File: src/rtl/piggy_report_rx.sv
// 8N1 UART receiver plus parser for the 13-byte piggy-bank report frame.
// It turns "DDDDDDDDDDDD\n" into four binary coin counts and publishes all four together.
module piggy_report_rx #(
    parameter int CLKS_PER_BIT = 87
) (
    input  logic       clk,
    input  logic       rst_n,
    input  logic       i_Rx_Serial,
    output logic [7:0] o_amount0,
    output logic [7:0] o_amount1,
    output logic [7:0] o_amount2,
    output logic [7:0] o_amount3,
    output logic       o_frame_valid,
    output logic       o_frame_err,
    output logic       o_rx_busy
);
    localparam int            TW       = $clog2(CLKS_PER_BIT);
    localparam logic [TW-1:0] T_LAST   = TW'(CLKS_PER_BIT - 1);
    localparam logic [TW-1:0] T_HALF   = TW'((CLKS_PER_BIT - 1) / 2);
    localparam logic [7:0]    ASCII_LF = 8'h0A;
    localparam logic [7:0]    ASCII_0  = 8'h30;
    localparam logic [7:0]    ASCII_9  = 8'h39;

    typedef enum logic [1:0] {B_IDLE, B_START, B_DATA, B_STOP} bit_state_e;
    typedef enum logic {P_DIGIT, P_RESYNC} parse_state_e;

    logic            sync1_q, sync1_d, rx_s_q, rx_s_d;
    bit_state_e      bit_state_q, bit_state_d;
    logic [TW-1:0]   timer_q, timer_d;
    logic [2:0]      bit_idx_q, bit_idx_d;
    logic [7:0]      shift_q, shift_d;
    logic            byte_stb_q, byte_stb_d;
    logic            stop_err_q, stop_err_d;
    logic            busy_q, busy_d;
    parse_state_e    parse_q, parse_d;
    logic [3:0]      idx_q, idx_d;
    logic [9:0]      acc_q, acc_d;
    logic [3:0][7:0] shadow_q, shadow_d;
    logic [3:0][7:0] amount_q, amount_d;
    logic            valid_q, valid_d;
    logic            err_q, err_d;

    logic       is_digit, field_end, raise_err;
    logic [1:0] field;
    logic [9:0] acc_next;

    // Bit-level receiver: start-bit centring, then one sample per bit period.
    always_comb begin
        sync1_d     = i_Rx_Serial;
        rx_s_d      = sync1_q;
        bit_state_d = bit_state_q;
        timer_d     = timer_q;
        bit_idx_d   = bit_idx_q;
        shift_d     = shift_q;
        byte_stb_d  = 1'b0;
        stop_err_d  = 1'b0;
        busy_d      = busy_q;
        case (bit_state_q)
            B_IDLE: begin
                if (!rx_s_q) begin
                    bit_state_d = B_START;
                    timer_d     = '0;
                    busy_d      = 1'b1;
                end
            end
            B_START: begin
                if (timer_q == T_HALF) begin
                    timer_d   = '0;
                    bit_idx_d = 3'd0;
                    if (rx_s_q) begin
                        bit_state_d = B_IDLE;
                        busy_d      = 1'b0;
                    end else begin
                        bit_state_d = B_DATA;
                    end
                end else begin
                    timer_d = timer_q + TW'(1);
                end
            end
            B_DATA: begin
                if (timer_q == T_LAST) begin
                    timer_d = '0;
                    shift_d = {rx_s_q, shift_q[7:1]};
                    if (bit_idx_q == 3'd7) bit_state_d = B_STOP;
                    else                   bit_idx_d   = bit_idx_q + 3'd1;
                end else begin
                    timer_d = timer_q + TW'(1);
                end
            end
            default: begin
                if (timer_q == T_LAST) begin
                    timer_d     = '0;
                    bit_state_d = B_IDLE;
                    busy_d      = 1'b0;
                    byte_stb_d  = 1'b1;
                    stop_err_d  = !rx_s_q;
                end else begin
                    timer_d = timer_q + TW'(1);
                end
            end
        endcase
    end

    assign is_digit  = (shift_q >= ASCII_0) && (shift_q <= ASCII_9);
    assign field     = 2'(idx_q / 4'd3);
    assign field_end = (idx_q == 4'd2) || (idx_q == 4'd5) || (idx_q == 4'd8) || (idx_q == 4'd11);
    assign acc_next  = 10'(acc_q * 10'd10) + {6'd0, shift_q[3:0]};

    // Frame parser: acts only on the registered byte strobe.
    always_comb begin
        parse_d   = parse_q;
        idx_d     = idx_q;
        acc_d     = acc_q;
        shadow_d  = shadow_q;
        amount_d  = amount_q;
        valid_d   = 1'b0;
        err_d     = 1'b0;
        raise_err = 1'b0;
        if (byte_stb_q) begin
            if (parse_q == P_RESYNC) begin
                if (!stop_err_q && shift_q == ASCII_LF) begin
                    parse_d = P_DIGIT;
                    idx_d   = 4'd0;
                    acc_d   = '0;
                end
            end else if (stop_err_q) begin
                raise_err = 1'b1;
            end else if (idx_q == 4'd12) begin
                if (shift_q == ASCII_LF) begin
                    amount_d = shadow_q;
                    valid_d  = 1'b1;
                    idx_d    = 4'd0;
                end else begin
                    raise_err = 1'b1;
                end
            end else if (is_digit) begin
                if (!field_end) begin
                    acc_d = acc_next;
                    idx_d = idx_q + 4'd1;
                end else if (acc_next > 10'd255) begin
                    raise_err = 1'b1;
                end else begin
                    shadow_d[field] = acc_next[7:0];
                    acc_d           = '0;
                    idx_d           = idx_q + 4'd1;
                end
            end else if (!(shift_q == ASCII_LF && idx_q == 4'd0)) begin
                raise_err = 1'b1;
            end
        end
        if (raise_err) begin
            err_d   = 1'b1;
            parse_d = P_RESYNC;
            idx_d   = 4'd0;
            acc_d   = '0;
        end
    end

    always_ff @(posedge clk) begin
        if (!rst_n) begin
            sync1_q     <= 1'b1;
            rx_s_q      <= 1'b1;
            bit_state_q <= B_IDLE;
            timer_q     <= '0;
            bit_idx_q   <= 3'd0;
            shift_q     <= 8'd0;
            byte_stb_q  <= 1'b0;
            stop_err_q  <= 1'b0;
            busy_q      <= 1'b0;
            parse_q     <= P_DIGIT;
            idx_q       <= 4'd0;
            acc_q       <= '0;
            shadow_q    <= '0;
            amount_q    <= '0;
            valid_q     <= 1'b0;
            err_q       <= 1'b0;
        end else begin
            sync1_q     <= sync1_d;
            rx_s_q      <= rx_s_d;
            bit_state_q <= bit_state_d;
            timer_q     <= timer_d;
            bit_idx_q   <= bit_idx_d;
            shift_q     <= shift_d;
            byte_stb_q  <= byte_stb_d;
            stop_err_q  <= stop_err_d;
            busy_q      <= busy_d;
            parse_q     <= parse_d;
            idx_q       <= idx_d;
            acc_q       <= acc_d;
            shadow_q    <= shadow_d;
            amount_q    <= amount_d;
            valid_q     <= valid_d;
            err_q       <= err_d;
        end
    end

    assign o_amount0     = amount_q[0];
    assign o_amount1     = amount_q[1];
    assign o_amount2     = amount_q[2];
    assign o_amount3     = amount_q[3];
    assign o_frame_valid = valid_q;
    assign o_frame_err   = err_q;
    assign o_rx_busy     = busy_q;
endmodule

File: config.mk
export PLATFORM = sky130hd
export DESIGN_NAME = piggy_report_rx
export DESIGN_NICKNAME = d
export VERILOG_FILES = /design/src/rtl/piggy_report_rx.sv
export SDC_FILE = /design/constraint.sdc
export NUM_CORES = 1
export LEC_CHECK = 0
export ABC_CLOCK_PERIOD_IN_PS = 5300
export CORE_UTILIZATION = 31
export CTS_CLUSTER_DIAMETER = 200
export DETAILED_ROUTE_END_ITERATION = 16
export HOLD_SLACK_MARGIN = 0.12
export PLACE_DENSITY = 0.58
export SETUP_SLACK_MARGIN = 0.3
export SLEW_MARGIN = 40
export SYNTH_ARGS = -nofsm -noshare
export SYNTH_HDL_FRONTEND = slang
export SYNTH_SLANG_ARGS = --single-unit
File: constraint.sdc
create_clock -name clk -period 5.3 [get_ports clk]
set_clock_uncertainty 0.1 [all_clocks]
set_input_delay 1.06 -clock clk [delete_from_list [all_inputs] [get_ports clk]]
set_output_delay 1.06 -clock clk [all_outputs]
set_load 0.05 [all_outputs]
== Word-level counts from Yosys, hierarchy flattened ==
Cells that the tools add are included.

* Flip-flop bits (word level): 106
* Input port bits: 3
* Output and inout port bits: 35
* Logic and storage cells: 146

* $add $sub $neg: 4
* Multipliers: 1
* Divide/modulo/power cells: 1
* $lt $le $gt $ge: 5
* Eq/ne operators: 23
* Multiplexer cells: 54
* Bitwise gates (word level): 8
* Reductions and logical operators: 28

{| class="wikitable"
|+ Operators by type and width
! kind !! count
|-
| 10-bit 2-to-1 mux || 7
|-
| 32-bit bitwise mux || 1
|-
| 4-bit 2-to-1 mux || 8
|-
| 7-bit 2-to-1 mux || 3
|-
| 1-bit 2-to-1 mux || 20
|-
| 8-bit demux with 2-bit select || 1
|-
| 5-bit AND reduction || 3
|-
| 2-bit != test, second input constant || 7
|-
| 7-bit case mux with 2 select lines || 1
|-
| 4-bit equality test, second input constant || 3
|-
| 2-bit 2-to-1 mux || 6
|-
| 6-bit AND reduction || 2
|-
| 10-bit by 4-bit adder with 10-bit output || 1
|-
| 10-bit by 8-bit > comparator with 1-bit output, second input constant || 1
|-
| 10-bit by 3-bit multiplier with 9-bit output, second input constant || 1
|-
| 5-bit OR reduction || 2
|-
| 3-bit 2-to-1 mux || 3
|-
| 8-bit by 4-bit equality test with 1-bit output, second input constant || 1
|-
| 8-bit by 6-bit >= comparator with 1-bit output, second input constant || 1
|-
| 8-bit by 6-bit <= comparator with 1-bit output, second input constant || 1
|-
| 8-bit 2-to-1 mux || 1
|-
| 1-bit inverter || 8
|-
| 7-bit by 1-bit adder with 7-bit output, second input constant || 1
|-
| 7-bit by 6-bit equality test with 1-bit output, second input constant || 1
|-
| 29 further kinds || 40
|}

== Logic depth before layout (Yosys ltp) ==
* Depth in word-level cells: 11
* Depth in mapped cells: 13
* Mapped depth without buffers: 12

== Worst setup path before layout ==
OpenSTA, ideal clock, no wires.

* Path kind: reg-to-reg
* Start point: register acc_q[1]
* End point: register shadow_q[21] (netlist bit)
* Library setup time: 0.128 ns
* Arrival: 3.272 ns
* Data required time: 5.072 ns
* Setup slack: 1.801 ns
* Stages on the path, launching flop included: 13
* Buffers on the path: 0
* Clock period less this slack: 3.499 ns
* Cell sequence: dfxtp_1 > ha_1 > ha_1 > inv_1 > fa_1 > nand2b_1 > a21oi_4 > xor2_4 > and3_1 > xnor3_2 > nor4_4 > mux2i_1 > nor2_1

* Word-level cells in the longest chain between the ends: 5
* Elaborated cells between the ends (all ways): 6
* Those cells by class: 1 x add/sub; 1 x mul; 1 x order compare; 1 x mux; 1 x bitwise; 1 x reduce/logical

{| class="wikitable"
|+ RTL lines
! element !! line !! source
|-
| start: declaration || 37 || <nowiki>logic [9:0] acc_q, acc_d;</nowiki>
|-
| start signal: assignment || 172 || <nowiki>acc_q <= '0;</nowiki>
|-
| start signal: assignment || 189 || <nowiki>acc_q <= acc_d;</nowiki>
|-
| 10-bit by 3-bit multiplier with 9-bit output (*) || 107 || <nowiki>assign acc_next = 10'(acc_q * 10'd10) + {6'd0, shift_q[3:0]};</nowiki>
|-
| 10-bit by 4-bit adder with 10-bit output (*) || 107 ||
|-
| 10-bit by 8-bit > comparator with 1-bit output || 140 || <nowiki>end else if (acc_next > 10'd255) begin</nowiki>
|-
| 1-bit inverter (no source line) || - ||
|-
| 7-bit AND reduction (no source line) || - ||
|-
| end signal: assignment || 190 || <nowiki>shadow_q <= shadow_d;</nowiki>
|-
| end: declaration || 38 || <nowiki>logic [3:0][7:0] shadow_q, shadow_d;</nowiki>
|}

Mark *: on every way between the ends. The rest lies on a longest branch, timed or not.
A chain may end at the register's enable or synchronous reset.

== Final worst setup path ==
* Start point: register acc_q[1]
* End point: register idx_q[2]

* Word-level cells in the longest chain between the ends: 11
* Elaborated cells between the ends (all ways): 13
* Those cells by class: 1 x add/sub; 1 x mul; 1 x order compare; 1 x eq/ne; 7 x mux; 2 x reduce/logical

{| class="wikitable"
|+ RTL lines
! element !! line !! source
|-
| 10-bit by 3-bit multiplier with 9-bit output (*) || 107 ||
|-
| 10-bit by 4-bit adder with 10-bit output (*) || 107 ||
|-
| 10-bit by 8-bit > comparator with 1-bit output (*) || 140 ||
|-
| 1-bit 2-to-1 mux || 140 ||
|-
| 1-bit 2-to-1 mux || 137 || <nowiki>if (!field_end) begin</nowiki>
|-
| 1-bit 2-to-1 mux || 136 || <nowiki>end else if (is_digit) begin</nowiki>
|-
| 1-bit 2-to-1 mux || 128 || <nowiki>end else if (idx_q == 4'd12) begin</nowiki>
|-
| 1-bit 2-to-1 mux || 126 || <nowiki>end else if (stop_err_q) begin</nowiki>
|-
| 1-bit 2-to-1 mux || 120 || <nowiki>if (parse_q == P_RESYNC) begin</nowiki>
|-
| 1-bit 2-to-1 mux || 119 || <nowiki>if (byte_stb_q) begin</nowiki>
|-
| 2-bit OR reduction (no source line) || - ||
|-
| end signal: assignment || 188 || <nowiki>idx_q <= idx_d;</nowiki>
|-
| end: declaration || 36 || <nowiki>logic [3:0] idx_q, idx_d;</nowiki>
|}

Marked as above.

==> results list <==
* Status: completed
- Summed over all cells, the static leakage comes to ~2 nW.
* Arrival time reported for the critical path endpoint: around 4.2 ns
- Dividing the detail-routed wire length by the instance count gives approximately 14 um.
* Transition time at the pin with the least slew margin: around 0.87 ns
- Of all flip-flops after synthesis, the portion carrying an async set or reset was 0%.
- Global routing used between 10% and 20% of the available tracks.
- Total of fill cells in the finished design: roughly 1600
* Clock buffers created by TritonCTS: 9
* Violation count after the first detailed-routing iteration: between 200 and 250
* Largest net degree at the start of global routing: 62
- Synthesis produced ~550 cells.
- The count of pins over their slew limit is 0.
- The clock drives approximately 110 sinks.
- On the critical path the largest part of the delay comes from simple AND/OR/NAND/NOR gates.
- Unrepaired setup endpoints after global routing: no
- The number of nets handed over by synthesis was 586.
- The average instance in the mapped netlist occupies between 8 and 9 sq um.
- Via Count: approximately 4000
- Combined buffer and inverter count along the critical path: 1
- The initial antenna violation count was 0.
- Root buffer cell: sky130_fd_sc_hd__clkbuf_16
- Summing the sequential cell areas from Yosys gives between 40% and 50% of the chip area.
* CTS clk-pin slew, worst paths: 0.07 ns
- The startpoint identified for the worst hold timing path is rx_s_d$_SDFF_PN1_.
- Post-cts hold buffer count: 0
- Final estimated routing congestion in global placement: 0.8211
* Worst reg2reg endpoint: idx_q[2]$_SDFFE_PP0P_
- Across the VDD grid, the largest voltage drop is around 0.00017 V.
- Across the run, the number of max-cap violations was 0.
- Slew Limit Headroom: 41.77%
- The startpoint identified for the worst register-to-register timing path is acc_q[1]$_SDFFE_PP0P_.
- For this run the aggregate overflow at the end of global routing stands at 0.
- Post-Place Worst Slack: ~1.3 ns
- Post-CTS setup buffers: 0
- The detailed router put a total of 5221 um of wire on met1.
- Critical Path End Type: flop
- Number of remaining DRC errors: 0
* Highest routed layer: met4
* Number of standard cells in the layout, taps in and fillers out: 798
- Measured in cells, the most critical reg-to-reg path has a length of 12.
* Final WS setup: approximately 1.2 ns
- Number of cells in the design after placement: about 780
- The count of final hold-check violations was 0.
* Half-perimeter wire length after placement: roughly 7700 um
* Router iterations before antenna repair: 5
- The initial utilization of the core area, before any placement, comes to between 30% and 40%.
- Number of setup violations in the final report: 0
- Number of inserted diodes: 0
- After layout, the worst path uses 76.85% of the clock period.
* Time the final worst path needs with I/O delays and setup: between 4 and 5 ns
* Layout Area Growth over Synthesis: 18.41%
- The floorplan step defined a die boundary enclosing roughly 0.016 sq mm.
* Via count of the first global-routing pass: between 3000 and 4000
- Total power for the finished layout comes to roughly 1.6 mW.
- Setup slack on the worst reg-to-reg path comes out at approximately 1.2 ns.
- In the synthesized netlist the dominant register cell turns out to be sky130_fd_sc_hd__dfxtp_1.
- Insertion delay to the later sink of the worst-skew pair: roughly 0.34 ns
- Syn. warnings: 0
- The die is ~130 um tall.
- The first global-routing pass estimated roughly 18000 um of wire.
- Row generation in the floorplan step produced 45 rows.
- For this design the ratio of total power to cell area is approximately 280 mW/mm^2.
- The core region is 0.01531 sq mm.
- Critical Path Most Common Cell: sky130_fd_sc_hd__ha_1
- Post-CTS sizing: 0
* Aggregate routed wire length: roughly 11000 um
- Along the worst hold path, the cell count comes to 1.
- Counting along the longest clock path gives a buffer depth of 2.
- In this run, synthesis inferred 0 flip-flops with an integrated enable.
* Kind of start point of the critical path: flop
- Buffers placed on the I/O ports in this run total 37.
- Worst stage delay on the critical path: slightly above 0.6 ns
* Die W: ~130 um
- Number of nets with antenna violations after routing: 0
- Setup TNS Final: 0 ns
- The post-route netlist has around 5.8% of its cells at a drive strength greater than 1.
* CP required: between 5 and 6 ns
- In this run the worst path has a maximum fanout of 14.
- TritonCTS built the clock tree.
- Synth Cell Area: between 0.004 and 0.005 sq mm
* Met2 wire length: slightly below 5000 um
- In this run the worst hold path is classified as flop to flop.
* Number of vias per cell after detailed routing: 4.942
- By startpoint and endpoint, the worst setup path is classified as flop to flop.
- In the final design database the tool counted just over 600 nets.
* Number of flip-flops and latches in the synthesized netlist: around 110
- Cell with the biggest individual delay on the critical path: sky130_fd_sc_hd__a2111oi_0
- Timing-limited maximum frequency: between 200 and 250 MHz
* H-tree level count: 3
* Routed wl met3: 435 um
* Count of different cell masters after synthesis: 50
* Number of primary I/O pins: 38
- For hold timing, the worst endpoint is rx_s_q$_SDFF_PN1_.
- Traced cell by cell, the critical path runs through ha_1 -> ha_1 -> inv_1 -> fa_1 -> nand2b_1 -> a21oi_4 -> xor2_4 -> a311oi_1 -> a2111oi_0 -> nand3_1 -> or3_1 -> a211oi_1.
[through the flow]
| stage | cell area (sq um) | hold slack, ns | util, % |
|---|---|---|---|
| floorplan | 4887 | 0.2863 | - |
| global placement | 5466 | 0.2994 | 35.69 |
| detailed placement | 5474 | 0.2986 | 35.74 |
| CTS | 5787 | 0.3141 | 37.79 |
| global route | 5787 | 0.3627 | 37.79 |
| finish | 5787 | 0.3120 | 37.79 |
[synth_stat cells, drive strengths merged, types with 2 or more instances]
library cell	instances	area, sq um
clkbuf	24	90.09
a211oi	6	45.04
a31oi	2	12.51
xor2	9	97.60
nand4b	3	26.28
and4	3	26.28
a211o	2	17.52
a311oi	3	26.28
nor3b	3	22.52
and2	6	37.54
and3	2	12.51
mux2i	33	330.3
xnor2	7	68.82
o21ai	8	40.03
ha	28	350.3
nand2b	6	37.54
nor2b	3	18.77
nor4	4	70.07
o31a	2	17.52
nand4	4	25.02
nand2	95	356.6
dfxtp	105	2102
o211ai	2	15.01
or2	2	12.51
nand3	19	95.09
o31ai	2	15.01
fa	2	40.04
nor3	14	86.34
or3	5	31.28
nand3b	5	37.54
inv	20	75.07
a21oi	53	276.5
nor2	53	198.9
a32oi	9	78.83
[power by group]
| part | total, mW | internal, mW | switching [mW] |
|---|---|---|---|
| Sequential | 0.804 | 0.796 | 0.00793 |
| Clock | 0.694 | 0.377 | 0.317 |
| Combinational | 0.0998 | 0.0326 | 0.0672 |
[layer usage]
metal / vias to the layer above / track usage [%]
li1: 1977 / -
met1: 1861 / 18.43
met2: 88 / 22.92
met3: 18 / 2.261
met4: 0 / 5.952
met5: - / 0
[flip-flops by register name, summed over array words and instances, names as in the netlist]
register	count
byte_stb_q	1
o_rx_busy	1
parse_q	1
shadow_q	32
timer_q	7
idx_q	4
o_frame_err	1
bit_idx_q	3
o_frame_valid	1
acc_q	9
rx_s_d	1
stop_err_q	1
o_amount1	8
o_amount0	8
rx_s_q	1
shift_q	8
o_amount2	8
bit_state_q	2
o_amount3	8
[cell families after synthesis]
| family | share of synthesized area, % |
|---|---|
| and+or+nand+nor | 23.35 |
| DFF | 43.01 |
| AOI/OAI and AO/OA | 11.62 |
| buffers and inverters | 3.379 |
| muxes | 6.759 |
| adders and majority gates | 7.988 |
| xor gates and xnor gates | 3.892 |
[worst max path at each step]
| stage | startpoint | to | slack (ns) | cells after the start |
|---|---|---|---|---|
| after floorplan | acc_q[1]$_SDFFE_PP0P_ | shadow_q[21]$_SDFFE_PN0P_ | 1.80 | 12 |
| after global placement | acc_q[1]$_SDFFE_PP0P_ | shadow_q[7]$_SDFFE_PN0P_ | 1.38 | 12 |
| after detailed placement | acc_q[1]$_SDFFE_PP0P_ | idx_q[2]$_SDFFE_PP0P_ | 1.26 | 12 |
| after CTS | acc_q[1]$_SDFFE_PP0P_ | idx_q[2]$_SDFFE_PP0P_ | 1.24 | 12 |
| after global routing | acc_q[1]$_SDFFE_PP0P_ | idx_q[1]$_SDFFE_PP0P_ | 1.00 | 12 |
| final | acc_q[1]$_SDFFE_PP0P_ | idx_q[2]$_SDFFE_PP0P_ | 1.23 | 12 |
[cell type report]
class	count	area (sq um)	area share, %
clock buffers	9	225.2	3.892
repair buffers	42	407.9	7.049
inverters	20	75.07	1.297
well taps	211	264.0	4.562
multi-input cells	404	2625	45.36
clock inverters	7	87.58	1.514
flip-flops and latches	105	2102	36.32
[cell usage in the layout (no fill, tap or decap), types with 7 or more instances in the layout]
cell type                         netlist  final
sky130_fd_sc_hd__mux2i_1               33     33
sky130_fd_sc_hd__clkdlybuf4s50_1        0     37
sky130_fd_sc_hd__nand3_1               19     19
sky130_fd_sc_hd__ha_1                  28     28
sky130_fd_sc_hd__clkbuf_16              0      9
sky130_fd_sc_hd__nor3_1                12     11
sky130_fd_sc_hd__xor2_1                 8      8
sky130_fd_sc_hd__nand2_1               95     95
sky130_fd_sc_hd__a32oi_1                9      9
sky130_fd_sc_hd__inv_1                 20     19
sky130_fd_sc_hd__dfxtp_1              105    105
sky130_fd_sc_hd__a21oi_1               52     52
sky130_fd_sc_hd__o21ai_0                7      7
sky130_fd_sc_hd__nor2_1                53     53
Power figures use the tool's default switching activity.
